## src/rtl/dft_butterfly_feeder_if.sv

```systemverilog
// dft_butterfly_feeder_if: stream, adder-subtractor and output-pair signals of the butterfly feeder
// Signals: in_valid/in_ready/in_a/in_b (input pairs), addsub/data_a/data_b/result (adder-subtractor),
//          out_valid/out_ready/out_sum/out_diff (output pairs). slave = feeder side, master = environment side.
interface dft_butterfly_feeder_if #(
  parameter int DATA_W = 32
) ();
  logic in_valid;
  logic in_ready;
  logic [DATA_W-1:0] in_a;
  logic [DATA_W-1:0] in_b;
  logic addsub;
  logic [DATA_W-1:0] data_a;
  logic [DATA_W-1:0] data_b;
  logic [DATA_W-1:0] result;
  logic out_valid;
  logic out_ready;
  logic [DATA_W-1:0] out_sum;
  logic [DATA_W-1:0] out_diff;
  modport slave (
    input in_valid, in_a, in_b, result, out_ready,
    output in_ready, addsub, data_a, data_b, out_valid, out_sum, out_diff
  );
  modport master (
    output in_valid, in_a, in_b, result, out_ready,
    input in_ready, addsub, data_a, data_b, out_valid, out_sum, out_diff
  );
endinterface

```

## src/rtl/dft_butterfly_feeder.sv

```systemverilog
// dft_butterfly_feeder: issues each (a,b) pair as an add then a subtract to an external adder-subtractor
// and queues the {sum, diff} results in a credit-controlled output FIFO.
// Ports: clk, rst (asynchronous, active-low), bus (dft_butterfly_feeder_if.slave),
//        pair_cnt [15:0] (count of popped pairs, only with DFT_FEEDER_STATS_EN defined).
module dft_butterfly_feeder #(
  parameter int DATA_W = 32,
  parameter int ADDSUB_LAT = 1,
  parameter int OUT_DEPTH = 4
) (
  input logic clk,
  input logic rst,
  dft_butterfly_feeder_if.slave bus
`ifdef DFT_FEEDER_STATS_EN
  ,
  output logic [15:0] pair_cnt
`endif
);
  localparam int AW = $clog2(OUT_DEPTH);
  localparam logic [AW:0] DEPTH = (AW+1)'(OUT_DEPTH);
  typedef enum logic [1:0] {IDLE, ISSUE_ADD, ISSUE_SUB} state_t;
  state_t state, state_nx;
  logic [AW:0] occ, fcnt;
  logic [AW-1:0] wr_ptr, rd_ptr;
  logic [2*DATA_W-1:0] mem [OUT_DEPTH];
  logic [ADDSUB_LAT-1:0] tag_v, tag_add;
  logic [DATA_W-1:0] sum_q;
  logic acc, pop, push, issue;
  // occ reserves a FIFO slot at accept time, so a pair in flight always has room to land
  assign bus.in_ready = rst && (state == IDLE || state == ISSUE_SUB) && occ < DEPTH;
  assign acc = bus.in_valid && bus.in_ready;
  assign bus.out_valid = fcnt != '0;
  assign pop = bus.out_valid && bus.out_ready;
  assign issue = state != IDLE;
  // the tag at the end of the pipe lines up with the result of the operation issued ADDSUB_LAT cycles ago
  assign push = tag_v[ADDSUB_LAT-1] && !tag_add[ADDSUB_LAT-1];
  assign {bus.out_sum, bus.out_diff} = bus.out_valid ? mem[rd_ptr] : '0;
  always_comb begin
    state_nx = state == ISSUE_ADD ? ISSUE_SUB : acc ? ISSUE_ADD : IDLE;
  end
  always_ff @(posedge clk or negedge rst) begin
    if (!rst) state <= IDLE;
    else state <= state_nx;
  end
  always_ff @(posedge clk or negedge rst) begin
    if (!rst) begin
      occ <= '0;
      bus.addsub <= 1'b1;
      bus.data_a <= '0;
      bus.data_b <= '0;
      tag_v <= '0;
      tag_add <= '0;
      sum_q <= '0;
    end else begin
      occ <= occ + (AW+1)'(acc) - (AW+1)'(pop);
      bus.addsub <= state_nx != ISSUE_SUB;
      if (acc) begin
        bus.data_a <= bus.in_a;
        bus.data_b <= bus.in_b;
      end
      tag_v <= ADDSUB_LAT'({tag_v, issue});
      tag_add <= ADDSUB_LAT'({tag_add, state == ISSUE_ADD});
      if (tag_v[ADDSUB_LAT-1] && tag_add[ADDSUB_LAT-1]) sum_q <= bus.result;
    end
  end
  always_ff @(posedge clk or negedge rst) begin
    if (!rst) begin
      wr_ptr <= '0;
      rd_ptr <= '0;
      fcnt <= '0;
    end else begin
      if (push) wr_ptr <= wr_ptr + AW'(1);
      if (pop) rd_ptr <= rd_ptr + AW'(1);
      fcnt <= fcnt + (AW+1)'(push) - (AW+1)'(pop);
    end
  end
  always_ff @(posedge clk) begin
    if (push) mem[wr_ptr] <= {sum_q, bus.result};
  end
  a_no_overflow: assert property (@(posedge clk) disable iff (!rst) !(push && fcnt == DEPTH && !pop));
`ifdef DFT_FEEDER_STATS_EN
  always_ff @(posedge clk or negedge rst) begin
    if (!rst) pair_cnt <= '0;
    else if (pop) pair_cnt <= pair_cnt + 16'd1;
  end
`endif
endmodule

```

## src/flat_wrapper.sv

```systemverilog
// flat-port wrapper written by rule: the top's interface ports become plain ports
module dft_butterfly_feeder_flat 
#(
  parameter int DATA_W = 32,
  parameter int ADDSUB_LAT = 1,
  parameter int OUT_DEPTH = 4
)
  (clk, rst, bus_in_valid, bus_in_a, bus_in_b, bus_result, bus_out_ready, bus_in_ready, bus_addsub, bus_data_a, bus_data_b, bus_out_valid, bus_out_sum, bus_out_diff);
  dft_butterfly_feeder_if #(.DATA_W(DATA_W)) bus_i ();
  input logic clk;
  input logic rst;
  input wire logic [$bits(bus_i.in_valid)-1:0] bus_in_valid;
  input wire logic [$bits(bus_i.in_a)-1:0] bus_in_a;
  input wire logic [$bits(bus_i.in_b)-1:0] bus_in_b;
  input wire logic [$bits(bus_i.result)-1:0] bus_result;
  input wire logic [$bits(bus_i.out_ready)-1:0] bus_out_ready;
  output wire logic [$bits(bus_i.in_ready)-1:0] bus_in_ready;
  output wire logic [$bits(bus_i.addsub)-1:0] bus_addsub;
  output wire logic [$bits(bus_i.data_a)-1:0] bus_data_a;
  output wire logic [$bits(bus_i.data_b)-1:0] bus_data_b;
  output wire logic [$bits(bus_i.out_valid)-1:0] bus_out_valid;
  output wire logic [$bits(bus_i.out_sum)-1:0] bus_out_sum;
  output wire logic [$bits(bus_i.out_diff)-1:0] bus_out_diff;
  assign bus_i.in_valid = bus_in_valid;
  assign bus_i.in_a = bus_in_a;
  assign bus_i.in_b = bus_in_b;
  assign bus_i.result = bus_result;
  assign bus_i.out_ready = bus_out_ready;
  assign bus_in_ready = bus_i.in_ready;
  assign bus_addsub = bus_i.addsub;
  assign bus_data_a = bus_i.data_a;
  assign bus_data_b = bus_i.data_b;
  assign bus_out_valid = bus_i.out_valid;
  assign bus_out_sum = bus_i.out_sum;
  assign bus_out_diff = bus_i.out_diff;
  dft_butterfly_feeder #(.DATA_W(DATA_W), .ADDSUB_LAT(ADDSUB_LAT), .OUT_DEPTH(OUT_DEPTH)) u_core (.clk(clk), .rst(rst), .bus(bus_i));
endmodule
```

## config.mk

```make
export PLATFORM = sky130hd
export DESIGN_NAME = dft_butterfly_feeder_flat
export DESIGN_NICKNAME = d
export VERILOG_FILES = /design/src/rtl/dft_butterfly_feeder_if.sv /design/src/rtl/dft_butterfly_feeder.sv /design/src/flat_wrapper.sv
export SDC_FILE = /design/constraint.sdc
export NUM_CORES = 1
export LEC_CHECK = 0
export ABC_AREA = 1
export CORE_ASPECT_RATIO = 1.25
export CORE_MARGIN = 2
export CORE_UTILIZATION = 54
export CTS_CLUSTER_SIZE = 25
export DETAILED_ROUTE_END_ITERATION = 6
export PLACE_DENSITY = 0.91
export SLEW_MARGIN = 15
export SYNTH_ARGS = -nofsm -noshare
export SYNTH_HDL_FRONTEND = slang
export SYNTH_SLANG_ARGS = --single-unit
```

## constraint.sdc

```tcl
create_clock -name clk -period 4.9 [get_ports clk]
set_input_delay 0.735 -clock clk [delete_from_list [all_inputs] [get_ports clk]]
set_output_delay 0.735 -clock clk [all_outputs]
set_load 0.02 [all_outputs]
```

# Word level (Yosys, flattened, before mapping)
# Memories as Yosys holds them, arrays and structs flattened.
# Index checks and enable logic that the tools add are counted.
word_totals:
  register_bits: 111
  ram_bits: 256
  inputBits: 100
  output_inout_bits: 131
  elab_cells: 38
  memories: 1
mem_list:
  columns: ["memory", "depth", "word_bits", "rd", "rd_ports_with_merged_regs", "write_ports", "line", "text"]
  rows:
  - ["u_core.mem", 4, 64, 1, 0, 1, "dft_butterfly_feeder.sv:24", "logic [2*DATA_W-1:0] mem [OUT_DEPTH];"]
classes:
  add_sub_neg: 6
  magnitude_cmp: 1
  n_eq_ne: 3
  muxes: 5
  reduce_logical: 11
ops:
  columns: ["cell", "n"]
  rows:
  - ["$mux 64", 1]
  - ["$add 3x1->3", 2]
  - ["$logic_and 1x1->1", 6]
  - ["$sub 3x1->3", 2]
  - ["$add 2x1->2 const B", 2]
  - ["$lt 3x3->1 const B", 1]
  - ["$mux 1", 3]
  - ["$reduce_bool 3->1", 1]
  - ["$eq 2x1->1 const B", 1]
  - ["$eq 2x2->1 const B", 1]
  - ["$logic_not 2->1", 1]
  - ["$mux 2", 1]
  - ["$ne 2x2->1 const B", 1]
  - ["$reduce_bool 2->1", 1]
  - ["$logic_not 1->1", 1]
  - ["$logic_or 1x1->1", 1]

# Depth between registers and ports, before layout
# Gate-level depths: netlist of run 1.
depth:
  word_depth: 8
  mapped_depth: 11
  depth_no_buf: 11

# Worst setup path after synthesis of run 1
# OpenSTA, ideal clock, no wires.
synth_timing:
  path_type: "register -> register"
  startpoint: "reg u_core.state[1] (netlist name)"
  endpoint: "mem u_core.mem[0][0] (netlist name), enable pin"
  setup_time_ps: 486
  arrival_ps: 3365
  t_required_ps: 4414
  setup_slack_ps: 1048
  stages_incl_launch_ff: 5
  path_buffers: 1
  synth_period_minus_slack_ps: 3852
  cell_sequence: "dfrtp_1 buf_2 inv_1 nand2_1 nor2_1"
synth_rtl:
  columns: ["item", "line"]
  rows:
  - ["to (decl)", "dft_butterfly_feeder.sv:24"]

# Worst setup path after layout of run 1
layout_timing:
  startpoint: "reg u_core.rd_ptr[0]"
  endpoint: "out bus_out_diff[13]"
layout_between:
  elab_chain_cells: 2
layout_lines:
  columns: ["item", "line", "text"]
  rows:
  - ["from (decl)", "dft_butterfly_feeder.sv:23", "logic [AW-1:0] wr_ptr, rd_ptr;"]
  - ["from (signal assigned)", "dft_butterfly_feeder.sv:72", "if (pop) rd_ptr <= rd_ptr + AW'(1);"]
  - ["$mem_v2 4x64", null, null]
  - ["$mux 64", "dft_butterfly_feeder.sv:36", "assign {bus.out_sum, bus.out_diff} = bus.out_valid ? mem[rd_ptr] : '0;"]
  - ["to (decl)", "flat_wrapper.sv:23", "output wire logic [$bits(bus_i.out_diff)-1:0] bus_out_diff;"]
# Every way passes these cells.

==> results_dict.tcl, run 1 <==
set metrics [dict create \
    reg2reg_to "u_core.mem[3][30]" \
    grt_antenna_before_repair 0 \
    synth_fp_nets 1605 \
    synth.distinct_cells 22 \
    die_w_um 154.4 \
    synth.cell_area_um2 15270 \
    critPathLaunchType "flop" \
    switching_share_pct 36.37 \
    grt_pass1_vias 11620 \
    timing.final.crit_period_ns 4.006 \
    seqPwrFrac_pct 36.5 \
    synth_area_leaders "edfxtp_1 (50%), dfrtp_1 (18%), nand2_1 (13%)" \
    drt-total-wl_um 37250 \
    drive_gt1_share_pct 5.415 \
    clkTransAtPathRegs_ns 0.06 \
    cap_violations 0 \
    rows 68 \
    vias_per_cell 5.281 \
    die_y_um 192.0 \
    status "finished clean" \
    tns_ns 0 \
    io_buffer_count 230 \
    clock_path_buffers 3 \
    power.density_nw_per_um2 675.5 \
    finalCritPeriodShare_pct 81.75 \
    grt_pass1_wl_um 58590 \
    cts_root_buf "clkbuf_16" \
    crit_start "u_core.rd_ptr[0]" \
    ys.flop_type "edfxtp_1" \
    hold_class "in2async" \
    reg2reg_from "u_core.state[1]" \
    skew_ns 0.01884 \
    hold_violations 0 \
    drtAntennaViolNets 0 \
    cts_tree "built" \
    slowest_stage "inv_4" \
    ir_drop_mv 0.4376 \
    grt_use_total_pct 25.25 \
    core_area_um2 27740 \
    finalPower_mw 12.90 \
    grt_overflow 0 \
    vias 11020 \
    seq_area_frac_synth_pct 68.38 \
    slew_violations 0 \
    wl_per_cell_um 17.86 \
    worstSetupEndpoint "bus_out_diff[13]" \
    p_int_mw 8.211 \
    first_pass_iters 5 \
    gp_congestion 0.8074 \
    pwr-share-clk_pct 24.4 \
    worstSetupPathType "reg2out" \
    dp.cells 2019 \
    design.die.area_um2 29650 \
    crit_required_ns 4.16 \
    finalSetupViolCount 0 \
    initial_core_util_pct 55.05 \
    cts_hold_buf 0 \
    worst_hold_slack_ns 0.2367 \
    boundaryPins 231 \
    arrival_ns 3.27 \
    crit_fanout 95 \
    ff2ff_path_depth 4 \
    instances_no_fill 2086 \
    area_growth_pct 25.10 \
    finalNetCount 1816 \
    tightest_slew_ns 1.176 \
    synth_top_cell_by_area "edfxtp_1" \
    post_cts_buffers 0 \
    async_flop_share_pct 30.05 \
    grt_max_degree 97 \
    synthCells 1497 \
    syn-mean-instance-area_um2 10.20 \
    cp-end-kind "output port" \
    fmax_mhz 249.7 \
    slowest_delay_ns 0.78 \
    clock_latency_ns 0.51 \
    rsz0062_at_grt "false" \
    relSlewSlack_pct 21.50 \
    power_leakage_nw 8.651 \
    drc 0 \
    synth_edf_count 256 \
    fill_cells 1846 \
    place_hpwl_um 21900 \
    synth_top_area_share_pct 50.34 \
    clock_sinks 366 \
    drtIter0Drc 890 \
    synth_most_common_cell "nand2_1" \
    numCtsBuffers 36 \
    p_comb_share_pct 39.1 \
    num_antenna_cells 0 \
    ys_warn_count 0 \
    ctsResizeCount 0 \
    synth_seq_cells 366 \
    reg2reg_slack_ns 2.31 \
    p_sw_mw 4.693 \
    netlist_top_cells_count "nand2_1 (529), inv_1 (271), edfxtp_1 (256)" \
    cp_cell_sequence "inv_4 -> buf_4 -> nand2_1 -> nand3_1 -> a21oi_1 -> clkdlybuf4s50_1" \
    h-tree-depth 2 \
]
[layout make-up]
class | instances | area [um^2] | area share (%)
Sequential cell | 366 | 10450 | 54.70
Multi-Input combinational cell | 781 | 3369 | 17.64
Timing Repair Buffer | 246 | 2432 | 12.73
Inverter | 277 | 1042 | 5.456
Clock buffer | 41 | 960.9 | 5.030
Tap cell | 350 | 437.9 | 2.293
Clock inverter | 25 | 410.4 | 2.148
[worst min-delay path by stage]
stage	startpoint	end	slack [ns]	cells after the start
floorplan	rst	u_core.bus.data_a[0]	0.44	0
global placement	u_core.state[0]	u_core.tag_v	0.45	2
detailed placement	u_core.bus.data_a[30]	u_core.bus.data_a[30]	0.47	2
CTS	rst	u_core.bus.data_b[9]	0.25	1
global route	rst	u_core.bus.data_a[24]	0.28	1
finish	rst	u_core.bus.data_a[24]	0.24	1
[routing by layer]
layer / part of all wire, % / vias to the layer above / GRT usage [%]
li1: - / 5099 / -
met1: 37 / 5318 / 28.92
met2: 52 / 527 / 45.81
met3: 8.1 / 72 / 5.934
met4: 3.0 / 0 / 9.972
met5: 0 / - / 0
[cell usage in the layout, fill, tap and decap left out, drive strengths merged]
| cell | synthesis | routed |
|---|---|---|
| nand2 | 530 | 530 |
| clkinv | 0 | 9 |
| buf | 58 | 17 |
| ha | 6 | 6 |
| fa | 2 | 2 |
| xor2 | 1 | 1 |
| nand4 | 1 | 1 |
| clkinvlp | 0 | 3 |
| o21bai | 1 | 1 |
| nand3 | 162 | 162 |
| xnor2 | 2 | 2 |
| clkdlybuf4s50 | 0 | 229 |
| nand3b | 1 | 1 |
| a21oi | 64 | 64 |
| dfrtp | 109 | 109 |
| dfstp | 1 | 1 |
| inv | 277 | 279 |
| bufinv | 0 | 11 |
| edfxtp | 256 | 256 |
| clkbuf | 15 | 41 |
| nor2 | 8 | 8 |
| o21ai | 3 | 3 |
[power by group through the flow]
stage                     logic, mW  clock network, mW  registers, mW
final                          5.05               3.14           4.71
after global routing           5.45               3.30           4.79
after CTS                      5.07               3.17           4.71
after detailed placement       5.01                  0           4.74
after global placement         4.89                  0           4.69
after floorplan                2.63                  0           4.95
[worst max-delay path, delay by kind of cell, from the launching register on]
kind / cells / cell delay [ns]
buffers and inverters: 3 / 1.83
AO/OA/AOI/OAI: 1 / 0.07
flip-flops: 1 / 0.65
AND/OR/NAND/NOR: 2 / 0.17
[flip-flops by register name, summed over array words and instances, names as in the netlist]
| signal | flops |
|---|---|
| u_core.rd_ptr | 2 |
| u_core.bus.data_b | 32 |
| u_core.bus.addsub | 1 |
| u_core.occ | 3 |
| u_core.mem | 256 |
| u_core.fcnt | 3 |
| u_core.sum_q | 32 |
| u_core.bus.data_a | 32 |
| u_core.wr_ptr | 2 |
| u_core.tag_v | 1 |
| u_core.state | 2 |
[per-stage QoR]
step	util, %	instance area (um^2)	setup WS [ns]
finish	68.87	19100	0.8945
global route	68.87	19100	0.6744
global placement	63.85	17710	1.494
detailed placement	63.85	17710	1.434
floorplan	-	15270	1.048
CTS	68.80	19080	0.8761
[cell families after synthesis]
kind of cell	Yosys count	synth area share (%)
AO/OA/AOI/OAI	68	2.245
XOR/XNOR	3	0.1721
adder cells (fa/ha/maj)	8	0.7538
buffers and inverters	350	9.767
flip-flops	366	68.38
AND/OR/NAND/NOR	702	18.68
Note: power is estimated with default switching activity, not from simulation.
==> run 2, diff against run 1 <==
- clock period: 4.9 -> 3.7 ns (I/O delays scaled with it)
==> run 2 against run 1 <==
Compared with the run above:
- clock power rose by 5%
- critical path type unchanged
- critical path depth did not move
- first-iteration DRC count is 11% lower
- sequential cell count unchanged
- core utilization shrank 0.94 points
- cell count unchanged
- sequential power up 32%
- combinational power grew 34%
- routed wire length is 2.2% lower
- global-route usage decreased by 0.82 points
- hold slack got worse by 0.13 ns
==> results_dict.tcl, run 2 (same netlist as run 1, synthesis figures left out) <==
set metrics [dict create \
    grt_overflow 0 \
    final_common_cell "nand2_1" \
    ff2ff_path_depth 4 \
    initial_core_util_pct 55.05 \
    vias 10990 \
    power.density_nw_per_um2 863.5 \
    reg2reg_slack_ns 1.46 \
    io_buffer_count 230 \
    grt_pass1_wl_um 56170 \
    drtAntennaViolNets 0 \
    finalPower_mw 16.27 \
    grt_antenna_before_repair 0 \
    vias_per_cell 5.269 \
    grt_pass1_vias 11140 \
    wl_per_cell_um 17.46 \
    num_antenna_cells 0 \
    design.die.area_um2 29650 \
    largest_reg_flops 256 \
    final_cell_mix "nand2_1 (528), inv_1 (271), edfxtp_1 (256)" \
    cap_violations 0 \
    finalSetupViolCount 0 \
    hold_violations 0 \
    cts_tree "built" \
    drive_gt1_share_pct 5.127 \
    drtIter0Drc 792 \
    die_y_um 192.0 \
    drc 0 \
    skew_ns 0.02253 \
    grt_max_degree 131 \
    ctsResizeCount 0 \
    finalNetCount 1819 \
    crit_start "u_core.rd_ptr[0]" \
    largest_register "u_core.mem" \
    gp_congestion 0.8091 \
    clock_sinks 366 \
    reg2reg_from "u_core.state[1]" \
    clkTransAtPathRegs_ns 0.06 \
    hold_class "in2async" \
    crit_required_ns 3.14 \
    instances_no_fill 2086 \
    ir_drop_mv 0.6764 \
    status "finished clean" \
    cts_hold_buf 0 \
    numCtsBuffers 35 \
    boundaryPins 231 \
    die_w_um 154.4 \
    timing.final.crit_period_ns 3.178 \
    core_area_um2 27740 \
    crit_fanout 102 \
    post_cts_buffers 0 \
    relSlewSlack_pct 31.58 \
    slew_violations 0 \
    rows 68 \
    drt-total-wl_um 36420 \
    tightest_slew_ns 1.026 \
    area_growth_pct 23.39 \
    power_leakage_nw 8.536 \
    h-tree-depth 2 \
    worstSetupPathType "reg2out" \
    critPathLaunchType "flop" \
    fmax_mhz 314.7 \
    cts_root_buf "clkbuf_16" \
    cp-end-kind "output port" \
    rsz0062_at_grt "false" \
    finalCritPeriodShare_pct 85.89 \
    dp.cells 2024 \
    first_pass_iters 5 \
    place_hpwl_um 22180 \
    clock_latency_ns 0.51 \
    reg2reg_to "u_core.mem[3][43]" \
    arrival_ns 2.62 \
    grt_use_total_pct 24.43 \
    clock_path_buffers 3 \
]
-- run 2: changes by cell type in the layout (fill, tap and decap cells not counted), moves of 2 or more --
cell | previous run | this run
clkinv_2 | 3 | 5
clkbuf_8 | 2 | 5
clkinv_1 | 5 | 2
buf_12 | 1 | 3
buf_4 | 16 | 18
bufinv_16 | 11 | 0
clkbuf_16 | 37 | 35
clkbuf_1 | 2 | 10
-- run 2: critical path, stage by stage, from the launching register on --
cell and delay, ns:
dfrtp_4 0.50, inv_4 0.25, buf_12 0.40, nand2_1 0.13
nand3_1 0.10, a21oi_1 0.09, clkdlybuf4s50_1 0.57
-- run 2: how the worst max path moves through the flow --
stage | endpoint | slack [ns] | depth (start not counted)
6_report | bus_out_diff[15] | 0.52 | 6
5_1_grt | bus_out_sum[17] | 0.42 | 6
4_1_cts | bus_out_sum[30] | 0.53 | 6
3_5_place_dp | bus_out_sum[4] | 1.07 | 6
3_3_place_gp | bus_out_diff[22] | 1.11 | 6
2_1_floorplan | u_core.mem[0][0] | -0.15 | 4
-- run 2: area by class of cell --
| class | instances | area (um^2) |
|---|---|---|
| Fill cell | 1879 | 8896 |
| Tap cell | 350 | 437.9 |
| Inverter | 277 | 1042 |
| Multi-Input combinational cell | 781 | 3369 |
| Timing Repair Buffer | 250 | 2487 |
| Clock buffer | 51 | 989.7 |
| Sequential cell | 366 | 10450 |
| Clock inverter | 11 | 65.06 |
-- run 2: power breakdown --
part	internal [mW]	total (mW)	switching, mW
sequential	5.61	6.20	0.588
combinational	2.66	6.75	4.09
clock	1.86	3.31	1.45
total	10.1	16.3	6.13
-- run 2: through the flow --
stage	setup TNS [ns]	hold WS [ns]	area (um^2)	utilization, %	worst slack [ns]
6_report	0	0.1050	18840	67.93	0.5220
5_1_grt	0	0.1317	18840	67.93	0.4151
4_1_cts	0	0.1103	18840	67.93	0.5288
3_5_place_dp	0	0.4608	17790	64.12	1.074
3_3_place_gp	0	0.4515	17790	64.12	1.109
2_1_floorplan	-38.85	0.2594	15270	-	-0.1518
-- run 2: routing by layer --
layer	GRT usage, %	vias up	share of wire, %
met4	11.00	0	3.8
li1	-	5107	-
met1	27.46	5224	35
met5	0	-	0
met3	5.844	90	9.5
met2	44.18	570	52
==> run 3, diff against run 2 <==
- CORE_UTILIZATION: 54 -> 49
- PLACE_DENSITY: 0.91 -> 0.87
- clock period: 3.7 -> 2.6 ns (I/O delays scaled with it)
==> run 3 against run 2 <==
Compared with the run above:
- sequential cell count unchanged
- clock power up 53%
- non-clock buffer count up 12
- count of clock-buffer cells in the layout down 7
- cell count up 3.5%
- largest cell class unchanged
- largest power group unchanged
- highest routed layer unchanged
==> results_dict.tcl, run 3 (same netlist as run 1, synthesis figures left out) <==
set metrics [dict create \
    status "finished clean" \
    io_buffer_count 230 \
    cap_violations 0 \
    slew_violations 0 \
    instances_no_fill 2159 \
    cts_tree "built" \
    crit_fanout 17 \
    cp-end-kind "output port" \
    wl_per_cell_um 17.18 \
    grt_pass1_wl_um 59380 \
    ir_drop_mv 0.6855 \
    die_w_um 161.9 \
    seqPwrFrac_pct 37.8 \
    ff2ff_path_depth 11 \
    die_y_um 201.4 \
    initial_core_util_pct 49.56 \
    final_cell_mix "nand2_1 (528), inv_1 (271), edfxtp_1 (256)" \
    clock_latency_ns 0.55 \
    place_hpwl_um 22280 \
    power_leakage_nw 8.767 \
    finalPower_mw 23.29 \
    drtAntennaViolNets 0 \
    clock_path_buffers 3 \
    slowest_stage "dfrtp_1" \
    cp_cell_sequence "nor2_2 -> nand2_2 -> inv_6 -> bufbuf_16 -> a21oi_1 -> dlygate4sd2_1" \
    worstSetupPathType "reg2out" \
    gp_congestion 0.7689 \
    worstSetupEndpoint "bus_out_diff[3]" \
    fin_area_um2 19130 \
    grt_max_degree 96 \
    drc 0 \
    first_pass_iters 5 \
    largest_reg_flops 256 \
    grt_antenna_before_repair 0 \
    cts_root_buf "clkbuf_16" \
    timing.final.crit_period_ns 2.557 \
    tightest_slew_ns 0.8305 \
    clkTransAtPathRegs_ns 0.06 \
    design.die.area_um2 32600 \
    crit_required_ns 2.21 \
    pre_cts_ws_ns 0.2083 \
    dpl-instance-area_um2 17950 \
    reg2reg_slack_ns 0.44 \
    worst_hold_slack_ns 0.2529 \
    grt_pass1_vias 11790 \
    slowest_delay_ns 0.42 \
    hold_class "in2async" \
    rsz0062_at_grt "true" \
    fmax_mhz 391.0 \
    finalCritPeriodShare_pct 98.36 \
    relSlewSlack_pct 44.44 \
    numCtsBuffers 36 \
    hold_violations 0 \
    skew_ns 0.03281 \
    rows 72 \
    clock_sinks 366 \
    p_int_mw 14.34 \
    switching_share_pct 38.42 \
    setup_slack_ns 0.04269 \
    area_growth_pct 25.27 \
    vias 10930 \
    reg2reg_to "u_core.occ[2]" \
    drt-total-wl_um 37100 \
    finalNetCount 1832 \
    dp.cells 2088 \
    crit_start "u_core.fcnt[1]" \
    p_comb_share_pct 40.4 \
    core_area_um2 30810 \
    critPathLaunchType "flop" \
    largest_register "u_core.mem" \
    grt_overflow 0 \
    vias_per_cell 5.060 \
    grt_use_total_pct 23.12 \
    drive_gt1_share_pct 6.792 \
    power.density_nw_per_um2 1217 \
    h-tree-depth 2 \
    drtIter0Drc 863 \
    final_common_cell "nand2_1" \
    reg2reg_from "u_core.fcnt[1]" \
    finalSetupViolCount 0 \
    boundaryPins 231 \
    arrival_ns 2.17 \
    num_antenna_cells 0 \
    pwr-share-clk_pct 21.8 \
    p_sw_mw 8.947 \
]
-- run 3: cell type report --
| class | instances | area, um^2 |
|---|---|---|
| clock buffer | 44 | 962.2 |
| fill | 2381 | 11680 |
| inverter | 277 | 1052 |
| sequential | 366 | 10450 |
| clock inverter | 22 | 187.7 |
| timing repair buffer | 262 | 2589 |
| tap | 407 | 509.2 |
| multi-input combinational | 781 | 3379 |
-- run 3: how the worst min path moves through the flow --
stage,startpoint,end,slack [ns],cells past startpoint
floorplan,rst,u_core.bus.data_a[0],0.09,0
global placement,rst,u_core.fcnt[2],0.28,1
detailed placement,rst,u_core.tag_v,0.28,1
CTS,rst,u_core.tag_v,0.24,2
global route,rst,u_core.tag_v,0.26,2
finish,rst,u_core.fcnt[1],0.25,2
-- run 3: power groups by stage --
stage	clock network, mW	registers (mW)	logic, mW
final	5.07	8.81	9.42
after global routing	5.36	8.95	10.2
after CTS	5.14	8.80	9.48
after detailed placement	0	8.88	9.75
after global placement	0	8.79	9.53
after floorplan	0	9.30	4.97
-- run 3: layer usage --
layer  global-route usage (%)  share of wire [%]  vias to the layer above
met5                        0                  0                        -
met4                    8.344                2.2                        0
met3                    6.349                9.1                       73
met2                    42.04                 52                      470
met1                    25.78                 37                     5237
li1                         -                  -                     5145
-- run 3: what timing repair did --
action,CTS,global route
buffers inserted,3,0
endpoints found under the setup margin,63,11
resized for setup,99,12
cloned,1,0
pin swaps,0,0
endpoints found under the hold margin,15,0
hold buffers,1,0
-- run 3: through the flow --
stage,util (%),TNS [ns]
finish,62.09,0
global placement,58.27,0
global route,62.09,-0.04992
detailed placement,58.27,0
CTS,62.14,0
floorplan,-,-57.85
-- run 3: worst max-delay path: cells and delay by family (launching register included) --
kind | cells | cell delay (ns)
AOI/OAI and AO/OA | 1 | 0.08
buffers and inverters | 3 | 0.82
and+or+nand+nor | 2 | 0.29
DFF | 1 | 0.42
